$ cat src/rtl/k2_pkg.sv
// Shared definitions for the K2 program loader: FSM states and default sizing.
package k2_pkg;

  // Default program memory depth and the address width that covers it.
  localparam int PROG_DEPTH = 16;
  localparam int ADDR_W_DEF = $clog2(PROG_DEPTH);
  localparam int BITS_DEF   = 8;

  // Loader control states.
  typedef enum logic [1:0] {
    IDLE = 2'd0,
    LOAD = 2'd1,
    RUN  = 2'd2
  } state_e;

  // True when an accepted byte finishes the burst: explicit last marker or top entry reached.
  function automatic logic burst_ends(input logic accept, input logic last, input logic at_top);
    return accept && (last || at_top);
  endfunction

endpackage

$ cat src/rtl/k2_program_loader_if.sv
// Byte-load handshake and instruction fetch bus between the loader and its neighbours.
interface k2_program_loader_if
  import k2_pkg::*;
#(
  parameter int ADDR_W = ADDR_W_DEF,
  parameter int Bits   = BITS_DEF
);

  logic              wr_valid;
  logic [Bits-1:0]   wr_data;
  logic              wr_last;
  logic              wr_ready;
  logic [ADDR_W-1:0] ProgramAddress;
  logic [Bits-1:0]   instruction_data;

  // Host/processor side: drives bytes and fetch address, receives ready and instructions.
  modport master (
    output wr_valid, wr_data, wr_last, ProgramAddress,
    input  wr_ready, instruction_data
  );

  // Loader side.
  modport slave (
    input  wr_valid, wr_data, wr_last, ProgramAddress,
    output wr_ready, instruction_data
  );

endinterface

$ cat src/rtl/k2_prog_ram.sv
// Program storage: one synchronous write port, one asynchronous read port,
// and an asynchronous clear of every entry on reset.
module k2_prog_ram
  import k2_pkg::*;
#(
  parameter int ADDR_W = ADDR_W_DEF,
  parameter int Bits   = BITS_DEF
) (
  input  logic              clk,
  input  logic              rst,
  input  logic              we,
  input  logic [ADDR_W-1:0] waddr,
  input  logic [Bits-1:0]   wdata,
  input  logic [ADDR_W-1:0] raddr,
  output logic [Bits-1:0]   rdata
);

  localparam int DEPTH = 2 ** ADDR_W;

  logic [Bits-1:0] mem_q [DEPTH];
  logic [Bits-1:0] mem_d [DEPTH];

  // Next memory image: untouched entries keep their contents, only the addressed one updates.
  always_comb begin
    for (int i = 0; i < DEPTH; i++) begin
      mem_d[i] = mem_q[i];
    end
    if (we) begin
      mem_d[waddr] = wdata;
    end else begin
      mem_d[waddr] = mem_q[waddr];
    end
  end

  // Storage flops, cleared to zero by reset.
  always_ff @(posedge clk or posedge rst) begin
    if (rst) begin
      for (int i = 0; i < DEPTH; i++) begin
        mem_q[i] <= '0;
      end
    end else begin
      for (int i = 0; i < DEPTH; i++) begin
        mem_q[i] <= mem_d[i];
      end
    end
  end

  assign rdata = mem_q[raddr];

endmodule

$ cat src/rtl/k2_program_loader.sv
// Program loader: accepts a byte burst into program memory while holding the
// processor in reset, then releases it and serves instruction fetches.
module k2_program_loader
  import k2_pkg::*;
#(
  parameter int ADDR_W = ADDR_W_DEF,
  parameter int Bits   = BITS_DEF
) (
  input  logic                 clk,
  input  logic                 rst,
  input  logic                 load_start,
  k2_program_loader_if.slave   bus,
  output logic                 cpu_rst_n,
  output logic                 loading,
  output logic                 load_done
);

  // Pointer is one bit wider than the address so it never wraps back onto entry 0.
  localparam logic [ADDR_W:0] LAST_PTR = {1'b0, {ADDR_W{1'b1}}};
  localparam logic [ADDR_W:0] PTR_ONE  = {{ADDR_W{1'b0}}, 1'b1};

  state_e          state_q, state_d;
  logic [ADDR_W:0] wr_ptr_q, wr_ptr_d;
  logic            wr_ready_q, wr_ready_d;
  logic            loading_q, loading_d;
  logic            load_done_q, load_done_d;
  logic            cpu_rst_n_q, cpu_rst_n_d;

  logic            accept;
  logic            at_top;
  logic [Bits-1:0] rd_data;

  assign accept = bus.wr_valid && wr_ready_q;
  assign at_top = (wr_ptr_q == LAST_PTR);

  // State register.
  always_ff @(posedge clk or posedge rst) begin
    if (rst) begin
      state_q <= IDLE;
    end else begin
      state_q <= state_d;
    end
  end

  // Next-state logic; load_start is deliberately not looked at while in LOAD.
  always_comb begin
    state_d = state_q;
    case (state_q)
      IDLE: begin
        if (load_start) state_d = LOAD;
        else            state_d = IDLE;
      end
      LOAD: begin
        if (burst_ends(accept, bus.wr_last, at_top)) state_d = RUN;
        else                                          state_d = LOAD;
      end
      RUN: begin
        if (load_start) state_d = LOAD;
        else            state_d = RUN;
      end
      default: state_d = IDLE;
    endcase
  end

  // Output and pointer next values, all derived from the upcoming state so they register in step with it.
  always_comb begin
    wr_ptr_d = wr_ptr_q;
    if ((state_q != LOAD) && (state_d == LOAD)) begin
      wr_ptr_d = '0;
    end else if (accept) begin
      wr_ptr_d = wr_ptr_q + PTR_ONE;
    end else begin
      wr_ptr_d = wr_ptr_q;
    end
    wr_ready_d  = (state_d == LOAD);
    loading_d   = (state_d == LOAD);
    cpu_rst_n_d = (state_d == RUN);
    load_done_d = (state_q == LOAD) && (state_d == RUN);
  end

  // Registered pointer and control outputs.
  always_ff @(posedge clk or posedge rst) begin
    if (rst) begin
      wr_ptr_q    <= '0;
      wr_ready_q  <= 1'b0;
      loading_q   <= 1'b0;
      load_done_q <= 1'b0;
      cpu_rst_n_q <= 1'b0;
    end else begin
      wr_ptr_q    <= wr_ptr_d;
      wr_ready_q  <= wr_ready_d;
      loading_q   <= loading_d;
      load_done_q <= load_done_d;
      cpu_rst_n_q <= cpu_rst_n_d;
    end
  end

  k2_prog_ram #(
    .ADDR_W (ADDR_W),
    .Bits   (Bits)
  ) u_ram (
    .clk   (clk),
    .rst   (rst),
    .we    (accept),
    .waddr (wr_ptr_q[ADDR_W-1:0]),
    .wdata (bus.wr_data),
    .raddr (bus.ProgramAddress),
    .rdata (rd_data)
  );

  assign bus.wr_ready         = wr_ready_q;
  assign bus.instruction_data = (state_q == RUN) ? rd_data : '0;
  assign cpu_rst_n            = cpu_rst_n_q;
  assign loading              = loading_q;
  assign load_done            = load_done_q;

endmodule

$ cat src/flat_wrapper.sv
// flat-port wrapper written by rule: the top's interface ports become plain ports
module k2_program_loader_flat import k2_pkg::*;
#(
  parameter int ADDR_W = ADDR_W_DEF,
  parameter int Bits   = BITS_DEF
)
  (clk, rst, load_start, cpu_rst_n, loading, load_done, bus_wr_valid, bus_wr_data, bus_wr_last, bus_ProgramAddress, bus_wr_ready, bus_instruction_data);
  k2_program_loader_if #(.ADDR_W(ADDR_W), .Bits(Bits)) bus_i ();
  input  logic clk;
  input  logic rst;
  input  logic load_start;
  output logic cpu_rst_n;
  output logic loading;
  output logic load_done;
  input wire logic [$bits(bus_i.wr_valid)-1:0] bus_wr_valid;
  input wire logic [$bits(bus_i.wr_data)-1:0] bus_wr_data;
  input wire logic [$bits(bus_i.wr_last)-1:0] bus_wr_last;
  input wire logic [$bits(bus_i.ProgramAddress)-1:0] bus_ProgramAddress;
  output wire logic [$bits(bus_i.wr_ready)-1:0] bus_wr_ready;
  output wire logic [$bits(bus_i.instruction_data)-1:0] bus_instruction_data;
  assign bus_i.wr_valid = bus_wr_valid;
  assign bus_i.wr_data = bus_wr_data;
  assign bus_i.wr_last = bus_wr_last;
  assign bus_i.ProgramAddress = bus_ProgramAddress;
  assign bus_wr_ready = bus_i.wr_ready;
  assign bus_instruction_data = bus_i.instruction_data;
  k2_program_loader #(.ADDR_W(ADDR_W), .Bits(Bits)) u_core (.clk(clk), .rst(rst), .load_start(load_start), .bus(bus_i), .cpu_rst_n(cpu_rst_n), .loading(loading), .load_done(load_done));
endmodule
$ cat config.mk
export PLATFORM = sky130hd
export DESIGN_NAME = k2_program_loader_flat
export DESIGN_NICKNAME = d
export VERILOG_FILES = /design/src/rtl/k2_pkg.sv /design/src/rtl/k2_program_loader_if.sv /design/src/rtl/k2_prog_ram.sv /design/src/rtl/k2_program_loader.sv /design/src/flat_wrapper.sv
export SDC_FILE = /design/constraint.sdc
export NUM_CORES = 1
export LEC_CHECK = 0
export CAP_MARGIN = 20
export CORE_MARGIN = 5
export CORE_UTILIZATION = 49
export DETAILED_ROUTE_END_ITERATION = 6
export PLACE_DENSITY = 0.77
export SLEW_MARGIN = 10
export SYNTH_ARGS = -nofsm -noshare
export SYNTH_HDL_FRONTEND = slang
export SYNTH_HIERARCHICAL = 1
export SYNTH_SLANG_ARGS = --single-unit
$ cat constraint.sdc
create_clock -name clk -period 6.1 [get_ports clk]
set_input_delay 1.22 -clock clk [delete_from_list [all_inputs] [get_ports clk]]
set_output_delay 1.22 -clock clk [all_outputs]
set_load 0.01 [all_outputs]
# Yosys cells after proc, flatten, opt, wreduce, memory -nomap -nowiden
# Cells that the tools add are included.
[classes]
n_reduce_logical = 8
n_addsub = 1
eq_ne = 6
n_bitwise = 2
n_lt_le_gt_ge = 3
muxes = 18
[ops]
columns = ["cell", "count"]
rows = [
  ["$bwmux W128", 2],
  ["$mux W128", 1],
  ["$bmux W8 S4", 2],
  ["$mux W8", 6],
  ["$demux W8 S4", 1],
  ["$ge A5 B5 Y1 const B", 2],
  ["$mux W5", 2],
  ["$not A4 Y5", 2],
  ["$pmux W2 S3", 1],
  ["$add A5 B1 Y5 const B", 1],
  ["$eq A5 B4 Y1 const B", 1],
  ["$logic_and A1 B1 Y1", 5],
  ["$lt A5 B1 Y1 const B", 1],
  ["$eq A2 B1 Y1 const B", 2],
  ["$eq A2 B2 Y1 const B", 2],
  ["$mux W2", 2],
  ["$logic_not A2 Y1", 1],
  ["$ne A2 B1 Y1 const B", 1],
  ["$reduce_bool A2 Y1", 1],
  ["$logic_or A1 B1 Y1", 1],
  ["$mux W1", 1],
]
[totals]
output_inout_bits = 12
in_bits = 17
regBits = 138

# Logic depth before layout (Yosys ltp)
# Gate-level depths: netlist of the first run.
[depth]
depth_word = 8
mapped_depth = 8
mapped_depth_nobuf = 6

# Modules after synthesis
# Netlist of the first run, hierarchy kept.
[by_module_without_submodules]
columns = ["mod", "area_each_um2", "seq_area_each_um2", "n_inst", "cells_each"]
rows = [
  ["k2_prog_ram", 6960.4, 3203.1, 1, 638],
  ["k2_program_loader", 505.5, 250.2, 1, 52],
]

# Worst setup path after synthesis of the first run
# OpenSTA, ideal clock, no wires.
[synth_path]
path_kind = "input to output"
from = "input bus_ProgramAddress[0]"
to = "output bus_instruction_data[0]"
path_stages = 5
t_arrival_ps = 2795
slack_ps = 2085
n_path_buf = 2
cell_sequence = "buf_2 > buf_2 > mux4_2 > mux4_2 > and2_1"
[synth_via]
elab_chain_cells = 5
[synth_rtl]
columns = ["element", "line", "rtl"]
rows = [
  ["start: declaration", "flat_wrapper.sv:18", "input wire logic [$bits(bus_i.ProgramAddress)-1:0] bus_ProgramAddress;"],
  ["$not A4 Y5 (implied by the code)", "k2_prog_ram.sv:48", "assign rdata = mem_q[raddr];"],
  ["$bmux W8 S4", "k2_prog_ram.sv:48", ""],
  ["$mux W8 (implied by the code) (2 in a row)", "k2_prog_ram.sv:48", ""],
  ["via u_core.rd_data[0]", "k2_program_loader.sv:31", "logic [Bits-1:0] rd_data;"],
  ["$mux W8", "k2_program_loader.sv:112", "assign bus.instruction_data = (state_q == RUN) ? rd_data : '0;"],
  ["end: declaration", "flat_wrapper.sv:20", "output wire logic [$bits(bus_i.instruction_data)-1:0] bus_instruction_data;"],
]
# The timed path passes the listed nets, and every way through them passes these cells. The select of a mux whose other input is x is not followed.

# Final worst setup path of the first run
[layout_path]
from = "input bus_ProgramAddress[0]"
to = "output bus_instruction_data[4]"
# Same word-level chain as after synthesis.

==> flow_summary_export.csv, run 1 <==
group,metric,value,unit
status,status,"completed",
cts,clock_latency,0.43,ns
sta,final_hold_viol_count,0,
synth,synth-seq-area-share,46.3,%
global_routing,antenna_found_initial,0,
global_routing,overflow,0,
route,wl,20200,um
synth,syn_area,7470,um2
cts,cts.path.max_buffers,2,
die,start_util,49.5,%
worst_hold_path,hp-class,"reg -> reg",
global_routing,grt_pass1_vias,5995,
setup_path,crit_path_end_kind,"output pin",
sta,setup_viol,0,
sta,slew_viol_final,0,
sta,period_minus_slack,4.96,ns
layout,final_cell_mix,"137 x dfrtp_1, 83 x nand2_1, 74 x nor2_1, 64 x a31oi_1, 59 x o21ai_0",
cts,cts_tree,"done",
power_and_ir_drop,max-vdd-ir-drop,274,uV
sta,skew,0.0118,ns
global_routing,grt_max_degree,77,
sta,worstMarginPinSlew,1.19,ns
synth,synth_enable_flop_cells,0,
cts,cts_root_buffer,"clkbuf_16",
placed_design,dp_hpwl,13600,um
setup_path,cp.arrival,3.74,ns
placed_design,placed_cell_area,7690,um2
sta,max_freq,202,MHz
sta,rsz0062_at_grt,"false",
layout,final_common_cell,"dfrtp_1",
synth,postSynth.asyncResetShare,100,%
route,ant_nets,0,
power_and_ir_drop,p_leak,3.19,nW
die,dieArea,17800,um2
layout,diodes,0,
route,wl_per_cell,22.6,um
placed_design,port_buffers,28,
setup_path,timing_worst_setup_path_type,"in -> out",
layout,nets,712,
cts,clk_pin_slew,0.06,ns
layout,drive_above_1_share,19.3,%
cts,clkSinkCount,138,
die,std_cell_rows,45,
global_routing,grt.total_usage,23.1,%
route,drt_iter0_drc,737,
global_routing,grt_pass1_wl,31900,um
synth,postSynthCellCount,690,
synth,synthFlopType,"dfrtp_1",
route,firstDrtPassIters,5,
power_and_ir_drop,cellPowerDensity,475,nW/um2
synth,synth_cell_types,41,
setup_path,startpoint_type,"primary input",
layout,area_growth,12.2,%
route,routed_via_density,6.67,
die,pin_count,29,
layout,design_area,8380,um2
sta,tns,0,ns
route,vias,5959,
sta,timing.slew.headroom,20.8,%
cts,hold_buffers,0,
placed_design,dpl_worst_slack,1.10,ns
route,drc,0,
die,floorplan.die.height,133,um
setup_path,path_max_fanout,18,
sta,post-route-period-util,81.3,%
setup_path,worstPathRequired,4.88,ns
placed_design,gp_congestion,0.924,
sta,fin_ws,1.14,ns
cts,cts_resized,0,
cts,cts_inserted_buffers,17,
die,die_w,133,um
die,core,15100,um2
synth,ys_seq_elements,138,
synth,ys.warnings.count,6,
flow_run,maxCapViolCount,0,
cts,cts_max_level,4,
synth,synth_fp_nets,709,
synth,postSynthAreaPerCell,10.8,um2
cts,postCtsSetupBuffers,0,
-- state kept, by name, summed over array words and instances (netlist names) --
name and flops:
u_core/wr_ptr_q 5, u_core/state_q 2, u_core/load_done 1, u_core/cpu_rst_n 1, u_core/loading 1, u_core/u_ram/mem_q 128
-- layer usage --
| metal | wire (um) | share of wire, % | global-route usage (%) | vias up |
|---|---|---|---|---|
| met5 | 0 | 0 | 0 | - |
| met4 | 652 | 3.2 | 9.77 | 0 |
| met3 | 1720 | 8.5 | 5.66 | 69 |
| met2 | 10400 | 51 | 39.8 | 324 |
| met1 | 7450 | 37 | 27.9 | 3012 |
| li1 | - | - | - | 2554 |
-- critical path: stages --
cell and delay, ns:
buf_2 0.45, buf_4 0.39, mux4_2 0.55, mux4_2 0.49, and2_1 0.15, clkdlybuf4s50_1 0.48
-- power by group --
group | internal [W] | total [W] | switching (W)
registers | 0.00118 | 0.00154 | 0.000354
clock network | 0.000731 | 0.00113 | 0.000404
logic | 0.000583 | 0.00131 | 0.000723
-- per-stage QoR --
stage                     utilization, %  power (W)  hold WS (ns)  cells
after floorplan                        -    0.00250         0.461    690
after global placement              51.0    0.00271         0.485    859
after detailed placement            51.0    0.00280         0.488    859
after CTS                           55.3    0.00395         0.500    891
after global routing                55.5    0.00418         0.542    894
final                               55.5    0.00398         0.502    894
-- cells in the mapped netlist (3+ instances only) --
| library cell | count | share of area (%) |
|---|---|---|
| dfrtp_1 | 138 | 46 |
| nand2_1 | 83 | 4.2 |
| nor2_1 | 75 | 3.8 |
| a31oi_1 | 64 | 5.4 |
| o21ai_0 | 59 | 4.0 |
| mux4_2 | 40 | 12 |
| mux2i_1 | 32 | 4.3 |
| mux2_2 | 30 | 4.5 |
| clkbuf_1 | 21 | 1.1 |
| buf_6 | 15 | 2.3 |
| nor2b_1 | 15 | 1.3 |
| buf_2 | 11 | 0.74 |
| nand3_1 | 11 | 0.74 |
| a211oi_1 | 9 | 0.90 |
| a21oi_1 | 9 | 0.60 |
| and2_1 | 9 | 0.75 |
| a21o_2 | 8 | 0.94 |
| a222oi_1 | 8 | 1.1 |
| a22oi_1 | 8 | 0.80 |
| o21ai_1 | 6 | 0.40 |
| inv_1 | 5 | 0.25 |
| buf_1 | 3 | 0.15 |
| buf_4 | 3 | 0.30 |
| nor3_2 | 3 | 0.40 |
| nor3b_2 | 3 | 0.50 |
-- cell type report --
class | count | area [um2]
clock buffers | 19 | 433
clock inverters | 13 | 219
fillers | 1274 | 6710
inverters | 7 | 28.8
multi-input cells | 492 | 3660
flip-flops and latches | 138 | 3460
well taps | 188 | 235
repair buffers | 37 | 347
-- final timing paths --
kind	endpoint	from	cells after the start	slack (ns)
setup reg to reg	u_core/u_ram/mem_q[79]	u_core/wr_ptr_q[1]	4	3.29
setup / recovery	bus_instruction_data[4]	bus_ProgramAddress[0]	6	1.14
hold reg to reg	u_core/u_ram/mem_q[104]	u_core/u_ram/mem_q[104]	2	0.50
hold / removal	u_core/u_ram/mem_q[104]	u_core/u_ram/mem_q[104]	2	0.50
max in group asynchronous	u_core/u_ram/mem_q[18]	rst	3	3.71
min in group asynchronous	u_core/wr_ptr_q[4]	rst	2	1.15
-- logic make-up (layout without fill, tap and decap cells) --
family,after synthesis,after routing,synth area share [%]
mux,104,104,21.3
fa+ha+maj,2,2,0.335
flops,138,138,46.3
compound gates,177,177,14.7
buf+inv,60,76,4.86
simple gates,207,207,12.4
xor+xnor,2,2,0.235
No activity file was read; power rests on OpenSTA's default activity.
==> run 2, diff against run 1 <==
==> constraint.sdc (replaced) <==
create_clock -name clk -period 4.9 [get_ports clk]
set_input_delay 0.98 -clock clk [delete_from_list [all_inputs] [get_ports clk]]
set_output_delay 0.98 -clock clk [all_outputs]
set_load 0.01 [all_outputs]
==> flow_summary_export.csv, run 2 (synthesis results as in run 1) <==
group,metric,value,unit
die,dieArea,17800,um2
cts,postCtsSetupBuffers,0,
cts,clock_latency,0.43,ns
die,die_w,133,um
sta,tns,0,ns
route,wl,19600,um
route,routed_via_density,6.51,
sta,rsz0062_at_grt,"false",
route,drt_iter0_drc,897,
power_and_ir_drop,max-vdd-ir-drop,434,uV
global_routing,grt_pass1_vias,5758,
cts,cts_tree,"done",
global_routing,grt_max_degree,77,
cts,cts_root_buffer,"clkbuf_16",
power_and_ir_drop,cellPowerDensity,579,nW/um2
placed_design,dp_hpwl,13500,um
sta,skew,0.00573,ns
sta,setup_viol,0,
cts,hold_buffers,0,
die,floorplan.die.height,133,um
power_and_ir_drop,p_leak,3.19,nW
layout,seqCellArea,3460,um2
die,pin_count,29,
global_routing,antenna_found_initial,0,
route,vias,5830,
cts,cts_max_level,4,
die,start_util,49.5,%
worst_hold_path,hp-class,"reg -> reg",
die,core,15100,um2
sta,timing.hold.ws,0.510,ns
layout,final_cell_mix,"137 x dfrtp_1, 83 x nand2_1, 75 x nor2_1, 64 x a31oi_1, 59 x o21ai_0",
route,wl_per_cell,21.8,um
setup_path,crit_path_end_kind,"output pin",
sta,final_hold_viol_count,0,
layout,final_common_cell,"dfrtp_1",
placed_design,gp_congestion,0.934,
sta,worstMarginPinSlew,1.14,ns
cts,clkSinkCount,138,
sta,slew_viol_final,0,
layout,drive_above_1_share,19.6,%
layout,largest_reg_flops,128,
route,firstDrtPassIters,7,
flow_run,maxCapViolCount,0,
setup_path,worstPathRequired,3.92,ns
setup_path,timing_worst_setup_path_type,"in -> out",
setup_path,crit_chain,"clkdlybuf4s50_1 -> buf_4 -> mux4_2 -> mux4_2 -> and2_1 -> clkdlybuf4s50_1",
cts,cts.path.max_buffers,2,
sta,timing.slew.headroom,24.0,%
layout,nets,714,
layout,largestRegisters,"u_core/u_ram/mem_q: 128 flops, u_core/wr_ptr_q: 5 flops, u_core/state_q: 2 flops",
cts,cts_inserted_buffers,17,
layout,regMostFlops,"u_core/u_ram/mem_q",
sta,post-route-period-util,88.4,%
layout,multi_input_area,3650,um2
sta,max_freq,231,MHz
cts,cts_resized,0,
setup_path,cpPeakStageDelay,0.49,ns
route,drc,0,
setup_path,cp.arrival,3.35,ns
route,ant_nets,0,
setup_path,startpoint_type,"primary input",
setup_path,crit_slowest_cell,"clkdlybuf4s50_1",
die,std_cell_rows,45,
placed_design,dpl_worst_slack,0.594,ns
layout,diodes,0,
layout,area_growth,12.1,%
global_routing,grt.total_usage,22.6,%
status,status,"completed",
setup_path,path_max_fanout,32,
sta,period_minus_slack,4.33,ns
cts,clk_pin_slew,0.06,ns
sta,fin_ws,0.566,ns
global_routing,overflow,0,
global_routing,grt_pass1_wl,31200,um
placed_design,port_buffers,28,
layout,nFillCells,1255,
## run 2: cell types whose count changed in the layout (fill, tap and decap cells not counted), sizes merged
cell	delta
buf	+2
clkinv	-1
bufinv	-2
clkinvlp	+3
## run 2: path summary, 6_finish.rpt
kind,from,endpoint,slack [ns],depth (start not counted)
min in group asynchronous,rst,u_core/cpu_rst_n,0.92,2
setup reg to reg,u_core/wr_ptr_q[1],u_core/u_ram/mem_q[74],2.15,5
hold reg to reg,u_core/u_ram/mem_q[61],u_core/u_ram/mem_q[61],0.51,2
max in group asynchronous,rst,u_core/u_ram/mem_q[17],2.79,3
hold / removal,u_core/u_ram/mem_q[61],u_core/u_ram/mem_q[61],0.51,2
setup / recovery,bus_ProgramAddress[1],bus_instruction_data[5],0.57,6
## run 2: stage by stage
stage | instances | util, % | area, um2 | total power, W
after detailed placement | 861 | 51.2 | 7720 | 0.00348
after global routing | 896 | 55.5 | 8370 | 0.00509
after CTS | 893 | 55.3 | 8340 | 0.00483
after global placement | 861 | 51.2 | 7720 | 0.00338
final | 896 | 55.5 | 8370 | 0.00485
after floorplan | 690 | - | 7470 | 0.00311
## run 2: power breakdown
group / switching [W] / internal, W
clock: 0.000502 / 0.000830
sequential: 0.000435 / 0.00147
combinational: 0.000880 / 0.000727
total: 0.00182 / 0.00303
## run 2: critical path, delay by kind of cell
kind | cells | cell delay (ns)
buffers and inverters | 3 | 1.31
muxes | 2 | 0.85
and+or+nand+nor | 1 | 0.18
## run 2: layout make-up
| class | count | area share [%] |
|---|---|---|
| Multi-Input combinational cell | 492 | 43.6 |
| Sequential cell | 138 | 41.3 |
| Clock buffer | 19 | 5.41 |
| Timing Repair Buffer | 39 | 4.51 |
| Tap cell | 188 | 2.81 |
| Clock inverter | 13 | 2.00 |
| Inverter | 7 | 0.344 |
## run 2: routing by layer
metal | GRT usage [%] | wire length [um] | up-vias
met3 | 5.29 | 1620 | 47
met5 | 0 | 0 | -
li1 | - | - | 2555
met1 | 28.3 | 7440 | 2887
met2 | 38.4 | 10100 | 341
met4 | 8.80 | 457 | 0
